File: config.mk
export PLATFORM = sky130hd
export DESIGN_NAME = rtc_sqw_tick
export DESIGN_NICKNAME = d
export VERILOG_FILES = /design/src/rtl/rtc_sqw_tick.sv
export SDC_FILE = /design/constraint.sdc
export NUM_CORES = 1
export LEC_CHECK = 0
export CELL_PAD_IN_SITES_DETAIL_PLACEMENT = 1
export CELL_PAD_IN_SITES_GLOBAL_PLACEMENT = 1
export CORE_MARGIN = 2
export CORE_UTILIZATION = 46
export DETAILED_ROUTE_END_ITERATION = 8
export GPL_TIMING_DRIVEN = 0
export PLACE_DENSITY_LB_ADDON = 0.1
export RECOVER_POWER = 100
export SLEW_MARGIN = 20
export SYNTH_ARGS = -nofsm -noshare
export SYNTH_HDL_FRONTEND = slang
export SYNTH_SLANG_ARGS = --single-unit
File: constraint.sdc
create_clock -name hwclk -period 2.5 [get_ports hwclk]
set_clock_uncertainty 0.1 [all_clocks]
set_input_delay 0.5 -clock hwclk [delete_from_list [all_inputs] [get_ports hwclk]]
set_output_delay 0.5 -clock hwclk [all_outputs]
set_load 0.005 [all_outputs]
File: src/rtl/rtc_sqw_tick.sv
// rtc_sqw_tick: turns the RTC 1 Hz square wave into a clean one-cycle tick on
// hwclk. The input is synchronised, glitch-filtered and period-checked. Loss of
// the RTC signal is detected and flagged.
// Optional feature macro: SQW_FALLBACK_EN. When it is defined, a FALLBACK state
// with an internal CLK_HZ divider keeps ticks flowing while the RTC is missing.
`timescale 1ns/1ps
module rtc_sqw_tick #(
  parameter int unsigned CLK_HZ         = 12000000,
  parameter int unsigned FILTER_CYCLES  = 16,
  parameter int unsigned MIN_PERIOD     = 6000000,
  parameter int unsigned TIMEOUT_CYCLES = 18000000,
  parameter int unsigned LOCK_EDGES     = 2
) (
  input  logic       hwclk,
  input  logic       reset,
  input  logic       sqw,
  output logic       tick,
  output logic       locked,
  output logic       fallback,
  output logic       sqw_lost,
  output logic [7:0] glitch_cnt
);

  localparam int unsigned PW = $clog2(TIMEOUT_CYCLES + 1);
  localparam int unsigned FW = $clog2(FILTER_CYCLES + 1);
  localparam int unsigned GW = $clog2(LOCK_EDGES + 1);

  localparam logic [PW-1:0] MIN_P     = PW'(MIN_PERIOD);
  localparam logic [PW-1:0] TMO_P     = PW'(TIMEOUT_CYCLES);
  localparam logic [FW-1:0] FILT_LAST = FW'(FILTER_CYCLES - 1);
  localparam logic [GW-1:0] LOCK_G    = GW'(LOCK_EDGES);

  // Code 2'b11 is never assigned; the next-state default sends it to SEARCH.
  typedef enum logic [1:0] {
    S_SEARCH   = 2'b00,
    S_LOCKED   = 2'b01,
    S_FALLBACK = 2'b10
  } state_e;

`ifdef SQW_FALLBACK_EN
  localparam state_e LOSS_STATE = S_FALLBACK;
`else
  localparam state_e LOSS_STATE = S_SEARCH;
`endif

  state_e          state_q, state_d;
  logic            sync1_q, sqw_s_q;
  logic            filt_q, filt_d, filt_prev_q;
  logic [FW-1:0]   fcnt_q, fcnt_d;
  logic [PW-1:0]   per_q, per_d;
  logic [GW-1:0]   good_q, good_d, good_inc;
  logic            first_q, first_d;
  logic            tick_q, tick_d;
  logic            lost_q, lost_d;
  logic [7:0]      glitch_q, glitch_d;

  logic edge_ev, accept, early, timeout, lock_edge;

  // Filter: filt follows sqw_s only after FILTER_CYCLES consecutive differing samples.
  always_comb begin
    filt_d = filt_q;
    fcnt_d = '0;
    if (sqw_s_q != filt_q) begin
      if (fcnt_q == FILT_LAST) begin
        filt_d = sqw_s_q;
      end else begin
        fcnt_d = fcnt_q + 1'b1;
      end
    end
  end

  // Synchroniser, filter and edge-detect registers.
  always_ff @(posedge hwclk or posedge reset) begin
    if (reset) begin
      sync1_q     <= 1'b0;
      sqw_s_q     <= 1'b0;
      filt_q      <= 1'b0;
      filt_prev_q <= 1'b0;
      fcnt_q      <= '0;
    end else begin
      sync1_q     <= sqw;
      sqw_s_q     <= sync1_q;
      filt_q      <= filt_d;
      filt_prev_q <= filt_q;
      fcnt_q      <= fcnt_d;
    end
  end

  // An edge only counts once the period check passes; an edge coinciding with
  // the timeout suppresses the timeout.
  assign edge_ev   = filt_q & ~filt_prev_q;
  assign accept    = edge_ev & ((per_q >= MIN_P) | first_q);
  assign early     = edge_ev & ~accept;
  assign timeout   = (per_q == TMO_P) & ~edge_ev;
  assign good_inc  = good_q + 1'b1;
  assign lock_edge = accept & (good_inc >= LOCK_G);

`ifdef SQW_FALLBACK_EN
  localparam int unsigned   DW       = $clog2(CLK_HZ + 1);
  localparam logic [DW-1:0] DIV_LAST = DW'(CLK_HZ - 1);

  logic [DW-1:0] div_q, div_d;
  logic [PW-1:0] since_q, since_d;
  logic          div_fire, fb_entry, since_ok;

  assign fb_entry = (state_q != S_FALLBACK) && (state_d == S_FALLBACK);
  assign div_fire = (state_q == S_FALLBACK) && (div_q == DIV_LAST);
  assign since_ok = (since_q == MIN_P);

  // Divider runs only while staying in FALLBACK; since_q measures cycles
  // since the last fallback tick, saturating at MIN_PERIOD.
  always_comb begin
    div_d   = '0;
    since_d = since_q;
    if ((state_q == S_FALLBACK) && (state_d == S_FALLBACK)) begin
      div_d = div_fire ? '0 : div_q + 1'b1;
    end
    if (fb_entry || div_fire) begin
      since_d = '0;
    end else if (!since_ok) begin
      since_d = since_q + 1'b1;
    end
  end

  // Divider registers.
  always_ff @(posedge hwclk or posedge reset) begin
    if (reset) begin
      div_q   <= '0;
      since_q <= '0;
    end else begin
      div_q   <= div_d;
      since_q <= since_d;
    end
  end
`endif

  // FSM state register.
  always_ff @(posedge hwclk or posedge reset) begin
    if (reset) begin
      state_q <= S_SEARCH;
    end else begin
      state_q <= state_d;
    end
  end

  // FSM next-state logic.
  always_comb begin
    state_d = state_q;
    case (state_q)
      S_SEARCH: begin
        if (lock_edge) begin
          state_d = S_LOCKED;
        end else if (timeout) begin
          state_d = LOSS_STATE;
        end
      end
      S_LOCKED: begin
        if (timeout) begin
          state_d = LOSS_STATE;
        end
      end
`ifdef SQW_FALLBACK_EN
      S_FALLBACK: begin
        if (lock_edge) begin
          state_d = S_LOCKED;
        end
      end
`endif
      default: state_d = S_SEARCH;
    endcase
  end

  // FSM outputs: tick request and state flags.
  always_comb begin
    tick_d = 1'b0;
    case (state_q)
      S_SEARCH: tick_d = lock_edge;
      S_LOCKED: tick_d = accept;
`ifdef SQW_FALLBACK_EN
      // A locking edge too close to a divider tick would double-count the second.
      S_FALLBACK: tick_d = div_fire | (lock_edge & since_ok);
`endif
      default: tick_d = 1'b0;
    endcase
`ifdef SQW_FALLBACK_EN
    if (fb_entry) begin
      tick_d = 1'b1;
    end
    fallback = (state_q == S_FALLBACK);
`else
    fallback = 1'b0;
`endif
    locked = (state_q == S_LOCKED);
  end

  // Period counter, lock progress, first-edge flag, loss flag, glitch count.
  always_comb begin
    per_d = per_q;
    if (accept || timeout || (state_d != state_q)) begin
      per_d = '0;
    end else if (per_q != TMO_P) begin
      per_d = per_q + 1'b1;
    end

    good_d = good_q;
    if (timeout || (state_d != state_q) || (state_d == S_LOCKED)) begin
      good_d = '0;
    end else if (accept) begin
      good_d = good_inc;
    end

    first_d = first_q;
    if (accept) begin
      first_d = 1'b0;
    end
    if ((state_d == S_SEARCH) && ((state_q != S_SEARCH) || timeout)) begin
      first_d = 1'b1;
    end

    lost_d = lost_q | timeout;

    glitch_d = glitch_q;
    if (early && (glitch_q != 8'hFF)) begin
      glitch_d = glitch_q + 8'd1;
    end
  end

  // Datapath registers; reset puts the block in SEARCH awaiting its first edge.
  always_ff @(posedge hwclk or posedge reset) begin
    if (reset) begin
      per_q    <= '0;
      good_q   <= '0;
      first_q  <= 1'b1;
      tick_q   <= 1'b0;
      lost_q   <= 1'b0;
      glitch_q <= 8'd0;
    end else begin
      per_q    <= per_d;
      good_q   <= good_d;
      first_q  <= first_d;
      tick_q   <= tick_d;
      lost_q   <= lost_d;
      glitch_q <= glitch_d;
    end
  end

  assign tick       = tick_q;
  assign sqw_lost   = lost_q;
  assign glitch_cnt = glitch_q;

endmodule

==> tab_implementation.tex <==
\begin{tabular}{lr}
\hline
Metric & Value \\
\hline
\multicolumn{2}{l}{\textbf{Worst hold path}} \\
\quad Launch point of the worst hold path & sync1\_q\$\_DFF\_PP0\_ \\
\quad Type of the tightest min-delay check & register to register \\
\quad Instance count along the most critical hold path & 0 \\
\quad Endpoint with the worst hold slack & sqw\_s\_q\$\_DFF\_PP0\_ \\
\multicolumn{2}{l}{\textbf{Pwr}} \\
\quad Max rail drop VDD & 0.000233 V \\
\quad Total power divided by cell area & 563 nW/um\^{}2 \\
\quad PnR Total Power & 1.53 mW \\
\quad Static Leak & 1.25 nW \\
\multicolumn{2}{l}{\textbf{CTS}} \\
\quad Hold-fix buffers at CTS & 0 \\
\quad Postcts setup bufs & 0 \\
\quad Clock slew at the register clock pins of the worst setup and hold paths & 0.09 ns \\
\quad Maximum number of buffers from clock root to sink & 2 \\
\quad Clock buffer count from CTS & 5 \\
\quad TritonCTS clock tree & yes \\
\quad H-tree lvl count & 2 \\
\quad Clock latency on the worst-skew pair & 0.30 ns \\
\quad Clock tree sinks & 49 \\
\quad Library cell used as clock root buffer & sky130\_fd\_sc\_hd\_\_clkbuf\_8 \\
\multicolumn{2}{l}{\textbf{Synthesis}} \\
\quad Synth Register Bits & 49 \\
\quad Most used DFF post-synth & sky130\_fd\_sc\_hd\_\_dfrtp\_1 \\
\quad Cell accounting for the most synthesized area & sky130\_fd\_sc\_hd\_\_dfrtp\_1 \\
\quad Avg Cell Area, Syn & 10.4 um\^{}2 \\
\quad Total of warnings raised by yosys & 0 \\
\quad Leading cell types by count after synthesis & 48 x sky130\_fd\_sc\_hd\_\_dfrtp\_1, 32 x sky130\_fd\_sc\_hd\_\_nor2\_1, 27 x sky130\_fd\_sc\_hd\_\_xor2\_1 \\
\quad Synth top area cells & sky130\_fd\_sc\_hd\_\_dfrtp\_1 51\%, sky130\_fd\_sc\_hd\_\_xor2\_1 10\%, sky130\_fd\_sc\_hd\_\_nor2\_1 5.1\% \\
\quad Share of synthesized registers carrying an async set or reset & 100\% \\
\quad Post-synth design cell area & 2350 um\^{}2 \\
\quad Post-synthesis instance total & 227 \\
\quad Most frequently used cell type in the post-synthesis netlist & sky130\_fd\_sc\_hd\_\_dfrtp\_1 \\
\quad Number of enable flip-flop cells after synthesis & 0 \\
\quad Sequential area share after synthesis & 52.2\% \\
\quad Synth cell types & 39 \\
\quad Area share of the largest cell type after synthesis & 51.1\% \\
\multicolumn{2}{l}{\textbf{Critical path}} \\
\quad Arrival @ worst endpoint & 2.43 ns \\
\quad R2R Setup Slk & 0.21 ns \\
\quad Critical path start-end classification & register to register \\
\quad Maximum net fanout on the critical path & 8 \\
\quad Data required time at the worst endpoint & 2.64 ns \\
\quad Startpoint kind of the worst setup timing path & register \\
\quad Kind of end point of the critical path & register \\
\quad Worst reg2reg startpoint & per\_q[4]\$\_DFFE\_PP0P\_ \\
\quad Capturing point of the worst reg2reg path & per\_q[20]\$\_DFFE\_PP0P\_ \\
\quad Cell depth of the worst flop-to-flop path & 5 \\
\multicolumn{2}{l}{\textbf{Global route}} \\
\quad Overall global routing resource usage & 19.3\% \\
\quad Maximum number of pins on one net before global-route repair & 33 \\
\quad GR Overflow Total & 0 \\
\quad Number of global-route vias before repair & 1698 \\
\quad Antenna violations before repair & 0 \\
\quad Wire length of the first global-routing pass & 8270 um \\
\multicolumn{2}{l}{\textbf{Detailed routing}} \\
\quad Per-cell routed wire length & 15.5 um \\
\quad Vias/cell & 5.36 \\
\quad DR pass1 iterations & 4 \\
\quad Post-Route WL & 4970 um \\
\quad Residual antenna-violating net count after detailed routing & 0 \\
\quad Number of violations reported at the end of detailed-routing iteration 0 & 82 \\
\quad Routed via count & 1715 \\
\quad DRC Markers & 0 \\
\multicolumn{2}{l}{\textbf{Floorplanning}} \\
\quad Boundary pin count & 15 \\
\quad DIE AREA & 5700 um\^{}2 \\
\quad Number of cell rows & 26 \\
\quad Placeable Area & 5010 um\^{}2 \\
\quad Die Span X & 75.5 um \\
\quad Initial core utilization & 47.0\% \\
\quad Die Y & 75.5 um \\
\multicolumn{2}{l}{\textbf{Placement}} \\
\quad Post-detail-place hpwl & 3430 um \\
\quad Total cell area at the placement stage & 2600 um\^{}2 \\
\quad RD Place Congestion & 0.734 \\
\quad Number of port buffers & 13 \\
\quad Post-placement cell count & 312 \\
\multicolumn{2}{l}{\textbf{Timing}} \\
\quad RSZ-0062 raised after global routing & false \\
\quad Setup Viol. Count Final & 0 \\
\quad Measured slew at the worst slew-check pin & 1.19 ns \\
\quad Period utilization & 91.7\% \\
\quad Remaining max-slew budget at the tightest pin & 20.7\% \\
\quad Final Hold Viols & 0 \\
\quad Max Freq & 436 MHz \\
\quad Final-report max-slew violation count & 0 \\
\quad Final critical delay including setup and external delays & 2.29 ns \\
\multicolumn{2}{l}{\textbf{Finish}} \\
\quad Number of antenna cells inserted & 0 \\
\quad Area of all sequential standard cells & 1230 um\^{}2 \\
\quad Layout cell share with drive strength beyond 1 & 10.0\% \\
\quad Finished Core Util & 54.1\% \\
\quad Post-route cell area & 2710 um\^{}2 \\
\quad Multi-input logic area & 1070 um\^{}2 \\
\quad Fillcell total & 581 \\
\quad Number of nets in the final layout & 256 \\
\quad Final instance count without filler cells & 320 \\
\quad Area added between synthesis and finish & 15.3\% \\
\multicolumn{2}{l}{\textbf{Run status}} \\
\quad Result of the run & finished, final reports clean \\
\multicolumn{2}{l}{\textbf{Run}} \\
\quad Max-capacitance violation count & 0 \\
\hline
\end{tabular}
-- per-layer routing --
metal	part of all wire, %	track usage (%)
met2	49	31.3
met5	0	0
met1	47	26.1
met4	1.2	6.63
met3	2.0	3.57
-- layout make-up --
cell class                 instances  area share [%]
multi-input combinational        167            39.5
clock inverter                     3            2.40
inverter                           6           0.830
clock buffer                       5            2.54
timing repair buffer              14            4.98
sequential                        49            45.2
tap                               70            3.23
buffer                             6            1.25
-- report_power, final --
group          internal (mW)  switching (mW)  leakage, nW
Sequential             0.802         0.00881        0.669
Clock                  0.397           0.266       0.0681
Combinational         0.0177          0.0358        0.510
-- how the worst max path moves through the flow --
stage / cells past startpoint / slack [ns] / endpoint / startpoint
4_1_cts: 6 / 0.14 / per_q[14]$_DFFE_PP0P_ / per_q[18]$_DFFE_PP0P_
2_1_floorplan: 8 / 0.56 / per_q[4]$_DFFE_PP0P_ / per_q[0]$_DFFE_PP0P_
6_report: 5 / 0.21 / per_q[20]$_DFFE_PP0P_ / per_q[4]$_DFFE_PP0P_
3_3_place_gp: 2 / -0.28 / glitch_cnt[3]$_DFFE_PP0P_ / reset
3_5_place_dp: 6 / 0.004 / per_q[24]$_DFFE_PP0P_ / per_q[5]$_DFFE_PP0P_
5_1_grt: 3 / 0.03 / first_q$_DFFE_PP1P_ / reset
-- layout by cell type, fill, tap and decap left out, types with 2 or more instances in the layout --
| cell | instances |
|---|---|
| sky130_fd_sc_hd__a21oi_1 | 4 |
| sky130_fd_sc_hd__and2_0 | 2 |
| sky130_fd_sc_hd__and2_1 | 2 |
| sky130_fd_sc_hd__and3_1 | 3 |
| sky130_fd_sc_hd__buf_4 | 2 |
| sky130_fd_sc_hd__bufinv_16 | 2 |
| sky130_fd_sc_hd__clkbuf_1 | 3 |
| sky130_fd_sc_hd__clkbuf_8 | 5 |
| sky130_fd_sc_hd__conb_1 | 2 |
| sky130_fd_sc_hd__dfrtp_1 | 48 |
| sky130_fd_sc_hd__dlygate4sd3_1 | 13 |
| sky130_fd_sc_hd__ha_1 | 4 |
| sky130_fd_sc_hd__inv_1 | 6 |
| sky130_fd_sc_hd__mux2_2 | 2 |
| sky130_fd_sc_hd__nand2_1 | 12 |
| sky130_fd_sc_hd__nand3_1 | 17 |
| sky130_fd_sc_hd__nand4_1 | 11 |
| sky130_fd_sc_hd__nor2_1 | 32 |
| sky130_fd_sc_hd__nor2b_1 | 2 |
| sky130_fd_sc_hd__nor3_1 | 9 |
| sky130_fd_sc_hd__nor3b_1 | 2 |
| sky130_fd_sc_hd__nor4_1 | 5 |
| sky130_fd_sc_hd__nor4b_1 | 4 |
| sky130_fd_sc_hd__o21ai_0 | 4 |
| sky130_fd_sc_hd__or2_2 | 2 |
| sky130_fd_sc_hd__or3_1 | 3 |
| sky130_fd_sc_hd__xnor2_1 | 4 |
| sky130_fd_sc_hd__xor2_1 | 27 |
-- through the flow --
stage / setup TNS [ns] / setup WS (ns) / hold WS (ns)
global route: 0 / 0.0287 / 0.286
floorplan: 0 / 0.557 / 0.231
global placement: -13.51 / -0.284 / 0.242
detailed placement: 0 / 0.00448 / 0.250
CTS: 0 / 0.137 / 0.271
finish: 0 / 0.208 / 0.267
-- critical path, stage by stage, from the launching register on --
cell	delay [ns]
sky130_fd_sc_hd__dfrtp_1	0.47
sky130_fd_sc_hd__nand4_1	0.34
sky130_fd_sc_hd__nor4_4	0.65
sky130_fd_sc_hd__nand2_2	0.15
sky130_fd_sc_hd__or3_1	0.39
sky130_fd_sc_hd__a21oi_2	0.13
-- registers in the layout (all words and copies together), names as in the netlist --
| signal | count |
|---|---|
| per_q | 25 |
| glitch_cnt | 8 |
| fcnt_q | 5 |
| good_q | 2 |
| state_q | 2 |
| filt_prev_q | 1 |
| filt_q | 1 |
| first_q | 1 |
| sqw_lost | 1 |
| sqw_s_q | 1 |
| sync1_q | 1 |
| tick | 1 |
-- logic make-up after synthesis --
family                     share of synthesized area (%)
buffers and inverters                               2.39
adders and majority gates                           2.13
and+or+nand+nor                                     26.6
other                                              0.159
AOI/OAI and AO/OA                                   3.99
muxes                                              0.957
DFF                                                 52.2
xor gates and xnor gates                            11.5
-- timing repair --
item / in CTS / in global routing
cloned: 0 / 0
endpoints found under the setup margin: 20 / 20
hold endpoints to repair: 0 / 0
resized for setup: 1 / 1
pin swaps: 0 / 0
No activity file was read; power rests on OpenSTA's default activity.
==> patch (same settings) <==
Register the output `glitch_cnt` once more, with the module's reset; this adds one clock of latency there. The other outputs are not delayed to match.
--- a/src/rtl/rtc_sqw_tick.sv
+++ b/src/rtl/rtc_sqw_tick.sv
@@ -246,7 +246,13 @@
 
   assign tick       = tick_q;
   assign sqw_lost   = lost_q;
-  assign glitch_cnt = glitch_q;
+  always_ff @(posedge hwclk or posedge reset) begin
+    if (reset) begin
+      glitch_cnt <= '0;
+    end else begin
+      glitch_cnt <= glitch_q;
+    end
+  end
 
 endmodule
 
Function: no difference found for any inputs over 10 cycles, from zero or initial values and one cycle with reset high; that may be too few to reach the edited logic, so the function may still have changed.
==> patch against the unedited design <==
Power is 21% higher. Setup slack gained 0.040 ns. Final area is 12% higher. Sequential cell count up 8. Area after synthesis grew 11%. Die area grew 11%. Routed wire length up 3.2%. Critical endpoint is now glitch_q[1].
==> patch: results (changes against the unedited design) <==
Vias in the first global route: 1892 (was 1698)
Pleak: 0.00140 µW (was 0.00125 µW)
R2R cell count: 5 (unchanged)
Top-count cell post-synth: dfrtp_1 (unchanged)
Worst min-delay path class: reg -> reg (unchanged)
PostCTS Resize Cnt: 0 (was 1)
Run status: finished, final reports clean (unchanged)
Syn. warnings: 0 (unchanged)
Worst Path Arrival: 2.37 ns (was 2.43 ns)
Unique masters post-synth: 44 (was 39)
Peak supply drop: 518 µV (was 233 µV)
TritonRoute pass-1 iters: 4 (unchanged)
FILL cells: 605 (was 581)
Gpl congestion: 0.778 (was 0.734)
Biggest regs: per_q: 25 flops, glitch_cnt: 8 flops, glitch_q: 8 flops
Post-CTS Setup Inserts: 0 (unchanged)
Final HPWL DP: 3.50 mm (was 3.43 mm)
FFs w/ async S/R, synth: 100% (unchanged)
Drt drc: 0 (unchanged)
Vias: 1814 (was 1715)
Reg clk slew, reported paths: 0.06 ns (was 0.09 ns)
Sequential area share after synthesis: 54.6% (was 52.2%)
Synth top cells by count: 56 x dfrtp_1, 41 x nor2_1, 17 x xnor2_1, 17 x xor2_1, 14 x nor3_1 (was 48 x dfrtp_1, 32 x nor2_1, 27 x xor2_1)
CP Max Fanout: 9 (was 8)
Critical Path Slowest Stage Cell: dfrtp_1 (was nor4_4)
# H-tree levels: 3 (was 2)
Num CTS Buffers: 9 (was 5)
IO buf count: 13 (unchanged)
Routed WL: 5.12 mm (was 4.97 mm)
Tot GR Track Use: 19.3% (about the same)
Crit-path leading delay family: simple AND/OR/NAND/NOR gates (unchanged)
Synth area leaders: dfrtp_1 54%, nor2_1 5.9%, xnor2_1 5.7%, xor2_1 5.7%, nor3_1 2.7% (was dfrtp_1 51%, xor2_1 10%, nor2_1 5.1%, nand3_1 3.6%, nand4_1 2.7%)
Clk_lat worst skew: 0.33 ns (was 0.30 ns)
Hold depth: 0 (unchanged)
Number of DRC markers in iteration 0: 60 (was 82)
Share of layout cells above drive strength 1: 10.6% (was 10.0%)
First-pass GRT wire length: 9.01 mm (was 8.27 mm)
Area post-placement: 0.00284 mm² (was 0.00260 mm²)
Slowest Stage Delay on Critical Path: 0.41 ns (was 0.65 ns)
Initial antenna violation count: 0 (unchanged)
Final nets: 276 (was 256)
Slew HR: 21.3% (was 20.7%)
R2R Setup Slk: 0.25 ns (was 0.21 ns)
CTS root buf: clkbuf_8 (unchanged)
Largest net degree at the start of global routing: 58 (was 33)
Longest Clk Path Bufs: 2 (unchanged)
Antenna cell count: 0 (unchanged)
Congestion Overflow GR: 0 (unchanged)
## patch: path summary, 6_finish.rpt
path / endpoint / from
worst max-delay path: glitch_q[1] / per_q[14]
worst min-delay path: sqw_s_q / sync1_q
worst max register to register: glitch_q[1] / per_q[14]
worst min register to register: sqw_s_q / sync1_q
max in group asynchronous: per_q[2] / reset
min in group asynchronous: per_q[18] / reset
## patch: stage by stage
| step | hold slack (ns) | instances | setup WS (ns) | setup TNS (ns) | utilization [%] |
|---|---|---|---|---|---|
| 2_1_floorplan | 0.231 | 245 | 0.460 | 0 | - |
| 3_3_place_gp | 0.234 | 330 | -0.570 | -31.77 | 51.6 |
| 3_5_place_dp | 0.243 | 330 | 0.233 | 0 | 51.6 |
| 4_1_cts | 0.258 | 345 | 0.225 | 0 | 55.2 |
| 5_1_grt | 0.271 | 345 | 0.104 | 0 | 55.1 |
| 6_report | 0.254 | 345 | 0.247 | 0 | 55.1 |
## patch: cells by family after synthesis
group	after synthesis	synth area share [%]
compound gates	15	4.54
xor+xnor	34	11.4
fa+ha+maj	4	1.91
buf+inv	13	2.58
flops	57	54.6
mux	3	1.24
other cells	1	0.143
simple gates	117	23.6
## patch: cell type report
cell class / instances / area, µm² / area share [%]
sequential: 57 / 1430 / 47.0
buffer: 7 / 45.0 / 1.48
clock buffer: 12 / 155 / 5.11
multi-input combinational: 175 / 1120 / 37.1
tap: 72 / 90.1 / 2.97
clock inverter: 3 / 40.0 / 1.32
timing repair buffer: 13 / 130 / 4.29
inverter: 6 / 22.5 / 0.742
## patch: power by group
| part | internal (µW) | leakage, µW | switching, µW |
|---|---|---|---|
| Sequential | 933 | 0.000781 | 9.18 |
| Combinational | 20.3 | 0.000522 | 37.9 |
| Clock | 505 | 0.000102 | 337 |
| Total | 1460 | 0.00140 | 384 |
## patch: layer usage
layer / GRT usage, % / vias to the layer above / wire (µm)
li1: - / 886 / -
met1: 25.5 / 903 / 2460
met2: 28.8 / 17 / 2430
met3: 6.79 / 8 / 148
met4: 8.28 / 0 / 77
met5: 0 / - / 0
